## config.mk

```make
export PLATFORM = sky130hd
export DESIGN_NAME = axi_isolate_seq_multi
export DESIGN_NICKNAME = d
export VERILOG_FILES = /design/src/rtl/axi_isolate_seq_multi.sv
export SDC_FILE = /design/constraint.sdc
export NUM_CORES = 1
export LEC_CHECK = 0
export ABC_AREA = 1
export CAP_MARGIN = 20
export CORE_UTILIZATION = 45
export CTS_BUF_LIST = sky130_fd_sc_hd__clkbuf_4
export DETAILED_ROUTE_END_ITERATION = 12
export GPL_TIMING_DRIVEN = 0
export PLACE_DENSITY = 0.66
export RECOVER_POWER = 100
export SYNTH_ARGS = -nofsm -noshare
export SYNTH_HDL_FRONTEND = slang
export SYNTH_SLANG_ARGS = --single-unit
export TNS_END_PERCENT = 1
```

## constraint.sdc

```tcl
create_clock -name clk_i -period 2.2 [get_ports clk_i]
set_input_delay 0.44 -clock clk_i [delete_from_list [all_inputs] [get_ports clk_i]]
set_output_delay 0.44 -clock clk_i [all_outputs]
set_load 0.01 [all_outputs]
```

## src/rtl/axi_isolate_seq_multi.sv

```systemverilog
// Per-channel AXI isolation sequencer: synchronises the isolate request, tracks outstanding
// write/read bursts and gates new AW/AR until the channel drains or the drain timer expires.
module axi_isolate_seq_multi #(
    parameter int NumChan       = 2,
    parameter int SyncStages    = 3,
    parameter int MaxPending    = 4,
    parameter int TimeoutCycles = 256,
    parameter int ResetIsolated = 1,
    parameter int CntW          = $clog2(MaxPending + 1)
) (
    input  logic                    clk_i,
    input  logic                    rst_i,
    input  logic [NumChan-1:0]      isolate_i,
    input  logic [NumChan-1:0]      aw_hs_i,
    input  logic [NumChan-1:0]      b_hs_i,
    input  logic [NumChan-1:0]      ar_hs_i,
    input  logic [NumChan-1:0]      r_last_hs_i,
    output logic [NumChan-1:0]      gate_aw_o,
    output logic [NumChan-1:0]      gate_ar_o,
    output logic [NumChan-1:0]      isolated_o,
    output logic [NumChan-1:0]      timeout_o,
    output logic [NumChan*CntW-1:0] wr_pend_o,
    output logic [NumChan*CntW-1:0] rd_pend_o
);

    localparam int TmrW = (TimeoutCycles > 1) ? $clog2(TimeoutCycles) : 1;
    localparam logic [TmrW-1:0] TmrLast = TmrW'(TimeoutCycles - 1);
    localparam logic [CntW-1:0] CntMax  = CntW'(MaxPending);
    localparam logic            RstIso  = (ResetIsolated != 0);

    typedef enum logic [1:0] {
        ST_RUN,
        ST_DRAIN,
        ST_ISOLATED
    } chan_state_e;

    // Simultaneous issue and retire cancel; saturate at both ends.
    function automatic logic [CntW-1:0] next_count(input logic [CntW-1:0] cur,
                                                   input logic            issue,
                                                   input logic            retire);
        logic [CntW-1:0] nxt;
        nxt = cur;
        if (issue && !retire && (cur != CntMax)) begin
            nxt = cur + CntW'(1);
        end else if (retire && !issue && (cur != '0)) begin
            nxt = cur - CntW'(1);
        end
        return nxt;
    endfunction

    for (genvar c = 0; c < NumChan; c++) begin : g_chan
        logic [SyncStages-1:0] sync_q;
        logic                  iso_s;
        chan_state_e           state_q;
        logic [CntW-1:0]       wr_q;
        logic [CntW-1:0]       rd_q;
        logic [CntW-1:0]       wr_nxt;
        logic [CntW-1:0]       rd_nxt;
        logic [TmrW-1:0]       timer_q;
        logic                  gate_aw_q;
        logic                  gate_ar_q;
        logic                  isolated_q;
        logic                  timeout_q;

        assign iso_s  = sync_q[SyncStages-1];
        assign wr_nxt = next_count(wr_q, aw_hs_i[c], b_hs_i[c]);
        assign rd_nxt = next_count(rd_q, ar_hs_i[c], r_last_hs_i[c]);

        // Gates are registered from the next counter value so they line up with wr/rd_pend.
        always_ff @(posedge clk_i) begin
            if (rst_i) begin
                sync_q     <= {SyncStages{RstIso}};
                state_q    <= RstIso ? ST_ISOLATED : ST_RUN;
                wr_q       <= '0;
                rd_q       <= '0;
                timer_q    <= '0;
                gate_aw_q  <= RstIso;
                gate_ar_q  <= RstIso;
                isolated_q <= RstIso;
                timeout_q  <= 1'b0;
            end else begin
                sync_q <= {sync_q[SyncStages-2:0], isolate_i[c]};
                wr_q   <= wr_nxt;
                rd_q   <= rd_nxt;
                case (state_q)
                    ST_RUN: begin
                        isolated_q <= 1'b0;
                        if (iso_s) begin
                            state_q   <= ST_DRAIN;
                            timer_q   <= '0;
                            gate_aw_q <= 1'b1;
                            gate_ar_q <= 1'b1;
                        end else begin
                            gate_aw_q <= (wr_nxt == CntMax);
                            gate_ar_q <= (rd_nxt == CntMax);
                        end
                    end
                    ST_DRAIN: begin
                        if (!iso_s) begin
                            state_q   <= ST_RUN;
                            timer_q   <= '0;
                            gate_aw_q <= (wr_nxt == CntMax);
                            gate_ar_q <= (rd_nxt == CntMax);
                        end else if ((wr_nxt == '0) && (rd_nxt == '0)) begin
                            state_q    <= ST_ISOLATED;
                            isolated_q <= 1'b1;
                        end else if (timer_q == TmrLast) begin
                            state_q    <= ST_ISOLATED;
                            isolated_q <= 1'b1;
                            timeout_q  <= 1'b1;
                        end else begin
                            timer_q <= timer_q + TmrW'(1);
                        end
                    end
                    ST_ISOLATED: begin
                        if (!iso_s) begin
                            state_q    <= ST_RUN;
                            timer_q    <= '0;
                            isolated_q <= 1'b0;
                            timeout_q  <= 1'b0;
                            gate_aw_q  <= (wr_nxt == CntMax);
                            gate_ar_q  <= (rd_nxt == CntMax);
                        end
                    end
                    default: begin
                        state_q    <= ST_ISOLATED;
                        gate_aw_q  <= 1'b1;
                        gate_ar_q  <= 1'b1;
                        isolated_q <= 1'b1;
                    end
                endcase
            end
        end

        assign gate_aw_o[c]                = gate_aw_q;
        assign gate_ar_o[c]                = gate_ar_q;
        assign isolated_o[c]               = isolated_q;
        assign timeout_o[c]                = timeout_q;
        assign wr_pend_o[c*CntW +: CntW]   = wr_q;
        assign rd_pend_o[c*CntW +: CntW]   = rd_q;
    end

endmodule

```

==> impl_metrics.csv <==
group,metric,value,unit
placement,dp_hpwl,4443,um
die,die_y,83.30,um
synth,ys_seq_area_share,30.96,%
cts,path_clk_slew,0.14,ns
detailed_routing,route.detailed.drc,0,
synth,synth-adder-area-share,9.676,%
global_routing,grt_pass1_wl,10050,um
cts,clock-sinks,46,
timing,hold_viol,0,
critical_path,path_common_cell,"nand2_1",
synth,synth_edf_count,0,
cts,numCtsBuffers,5,
critical_path,worstSetupPathType,"flip-flop to flip-flop",
die,rows,29,
cells_and_area,regArea,924.6,um^2
critical_path,critPathBufInv,2,
critical_path,slowest_delay,0.40,ns
detailed_routing,drt_iter0_drc,59,
synth,netlist_area,2974,um^2
critical_path,cp.required,2.47,ns
cells_and_area,stdcell_count,555,
power_and_ir_drop,ir_drop,0.4971,mV
placement,portBuffers,31,
synth,synthDistinctLibCells,25,
critical_path,critPathTopFamily,"simple AND/OR/NAND/NOR gates",
synth,synthTopCellsByArea,"dfxtp_1 31%, nand2_1 13%, nand3_1 10%",
timing,worst_pin_slew,0.5495,ns
synth,synth_top_family_by_area,"simple AND/OR/NAND/NOR gates",
critical_path,cp_data_arrival_time,2.28,ns
synth,yosys.area.top_type,"dfxtp_1",
critical_path,crit_slowest_cell,"dfxtp_1",
timing,slew_headroom,63.37,%
cts,cts_tree,"built",
critical_path,crit_path_cell_trace,"inv_1 -> ha_1 -> nand2_1 -> nand3_1 -> nand3_1 -> nand2_1 -> nor2_2 -> nand3_2 -> nand2_1 -> nand2_4 -> buf_6 -> a21oi_1 -> nor2_1",
placement,placed_area,3381,um^2
status,status,"finished, final reports clean",
cts,postCtsHoldBufs,0,
synth,synth_flop_cell,"dfxtp_1",
synth,syn_area_per_cell,6.759,um^2
die,core_area,6350,um^2
cells_and_area,multi_input_area,1704,um^2
detailed_routing,wl_per_cell,10.48,um
critical_path,startpoint_type,"flip-flop",
global_routing,grt_overflow,0,
cts,cts_root_buf,"clkbuf_4",
power_and_ir_drop,pwr-share-comb,48.1,%
global_routing,grtUsageTotal,17.38,%
timing,fmax,498.4,MHz
detailed_routing,firstDrtPassIters,4,
critical_path,r2r_start,"g_chan[0].wr_q[1]$_SDFF_PP0_",
cells_and_area,fin_area,3428,um^2
timing,tns,0,ns
cells_and_area,antennaDiodeCount,0,
critical_path,worstSetupEndpointType,"flip-flop",
power_and_ir_drop,finalPower,3.067,mW
die,die_w,83.30,um
timing,period_needed,2.006,ns
power_and_ir_drop,p_int,1.810,mW
synth,synth_compound_area_share,9.592,%
synth,synth_common_cells,"101 x nand2_1, 61 x nand3_1, 59 x inv_1",
global_routing,first_global_vias,2427,
placement,dp_cells,548,
cts,post_cts_buffers,0,
detailed_routing,via_count,2731,
critical_path,cp_max_fo,10,
critical_path,critPathLaunch,"g_chan[0].wr_q[1]$_SDFF_PP0_",
synth,synthSimpleGateAreaFrac,38.33,%
global_routing,grt_max_degree,13,
min_path,hold_path_class,"flip-flop to flip-flop",
synth,ys_seq_elements,46,
synth,yosys.area.top_type_share,30.96,%
detailed_routing,wl,5818,um
die,fp.dieArea,6938,um^2
global_routing,antenna_found_initial,0,
die,io_pins,32,
synth,async_reset_ff_share,0,%
cts,clock_latency,0.36,ns
detailed_routing,vias_per_cell,4.921,
detailed_routing,antenna_left,0,
power_and_ir_drop,swShare,40.98,%
cells_and_area,final.fill_count,660,
die,start_util,46.84,%
synth,ys_warn_count,0,
synth,synthCells,440,
power_and_ir_drop,seqPwrFrac,38.4,%
power_and_ir_drop,p_switching,1.257,mW
run,drv_cap,0,
power_and_ir_drop,p_clk_share,13.5,%
synth,muxShareOfSynthArea,0,%
cts,max-clock-path-buffers,2,
timing,finalMaxSlewViolations,0,
power_and_ir_drop,p_leak,1.684,nW
timing,setup_viol,0,
cells_and_area,area_delta_synth_final,15.27,%
placement,place_congestion,0.8032,
timing,rsz0062_at_grt,"no",
synth,synth.most_common_cell,"nand2_1",
timing,fin_skew,0.01368,ns
cells_and_area,final_nets,513,
min_path,min-delay-start,"g_chan[0].sync_q[1]$_SDFF_PP1_",
synth,synth_xor_area_share,0,%
timing,finalCritPeriodShare,91.20,%
cts,h-tree-depth,2,
synth,synth_nets,475,
cells_and_area,layout-drive-gt1-share,10.46,%
power_and_ir_drop,power_density,894.7,nW/um^2
==> through the flow <==
step	hold WS, ns	utilization (%)	worst slack, ns
floorplan	0.3895	-	0.3543
global placement	0.3927	53.24	-0.07712
detailed placement	0.3959	53.24	-0.1233
CTS	0.4273	54.07	0.1637
global route	0.4362	53.99	0.01255
finish	0.4249	53.99	0.1936
==> area by class of cell <==
type	instances	area share, %
timing repair buffer	31	9.051
clock buffer	7	1.533
buffer	16	3.467
tap	77	2.810
sequential	46	26.97
inverter	59	6.460
multi-input combinational	319	49.71
==> cell usage in the layout (no fill, tap or decap), types with 8 or more instances in the layout <==
master	instances
ha_1	23
dfxtp_1	43
clkbuf_4	8
nor2_1	40
a21oi_1	31
nand3_1	61
o21ai_0	8
nand2_1	102
dlygate4sd3_1	20
clkdlybuf4s50_1	11
buf_4	8
inv_1	59
nand4_1	15
==> metal layers <==
metal | global-route usage, % | routed length (um)
met1 | 21.33 | 2800
met2 | 30.70 | 2747
met3 | 3.579 | 202
met4 | 4.702 | 67
met5 | 0 | 0
==> power groups by stage <==
stage / clock (mW) / combinational (mW) / sequential [mW]
global placement: 0 / 1.49 / 1.19
finish: 0.415 / 1.48 / 1.18
global route: 0.469 / 1.68 / 1.20
CTS: 0.438 / 1.52 / 1.18
floorplan: 0 / 1.13 / 1.17
detailed placement: 0 / 1.52 / 1.20
==> worst reg2reg max path: cells and delay by family, from the launching register on <==
family | cells | cell delay, ns
compound gates | 1 | 0.14
simple gates | 9 | 0.99
buf+inv | 2 | 0.24
flops | 1 | 0.40
fa+ha+maj | 1 | 0.19
==> flip-flops by register name, summed over array words and instances, names as in the netlist <==
name               flops
g_chan.rd_q            6
g_chan.isolated_q      2
g_chan.sync_q          6
g_chan.gate_aw_q       2
g_chan.gate_ar_q       2
g_chan.state_q         4
g_chan.timeout_q       2
g_chan.wr_q            6
g_chan.timer_q        16
==> logic make-up after synthesis <==
kind of cell / count (synthesis)
AO/OA/AOI/OAI: 51
adder cells (fa/ha/maj): 23
flip-flops: 46
AND/OR/NAND/NOR: 245
buffers and inverters: 75
==> final timing paths <==
check | end | slack [ns] | depth (start not counted)
setup / recovery | g_chan[0].timer_q[5]$_SDFFE_PP0P_ | 0.19 | 13
hold / removal | g_chan[0].sync_q[2]$_SDFF_PP1_ | 0.42 | 1
setup reg to reg | g_chan[0].timer_q[5]$_SDFFE_PP0P_ | 0.19 | 13
hold reg to reg | g_chan[0].sync_q[2]$_SDFF_PP1_ | 0.42 | 1
==> repair_timing <==
item	CTS	global route
setup endpoints to repair	0	6
gates resized for setup	0	3
endpoints found under the hold margin	0	0
Note: power is estimated with default switching activity, not from simulation.
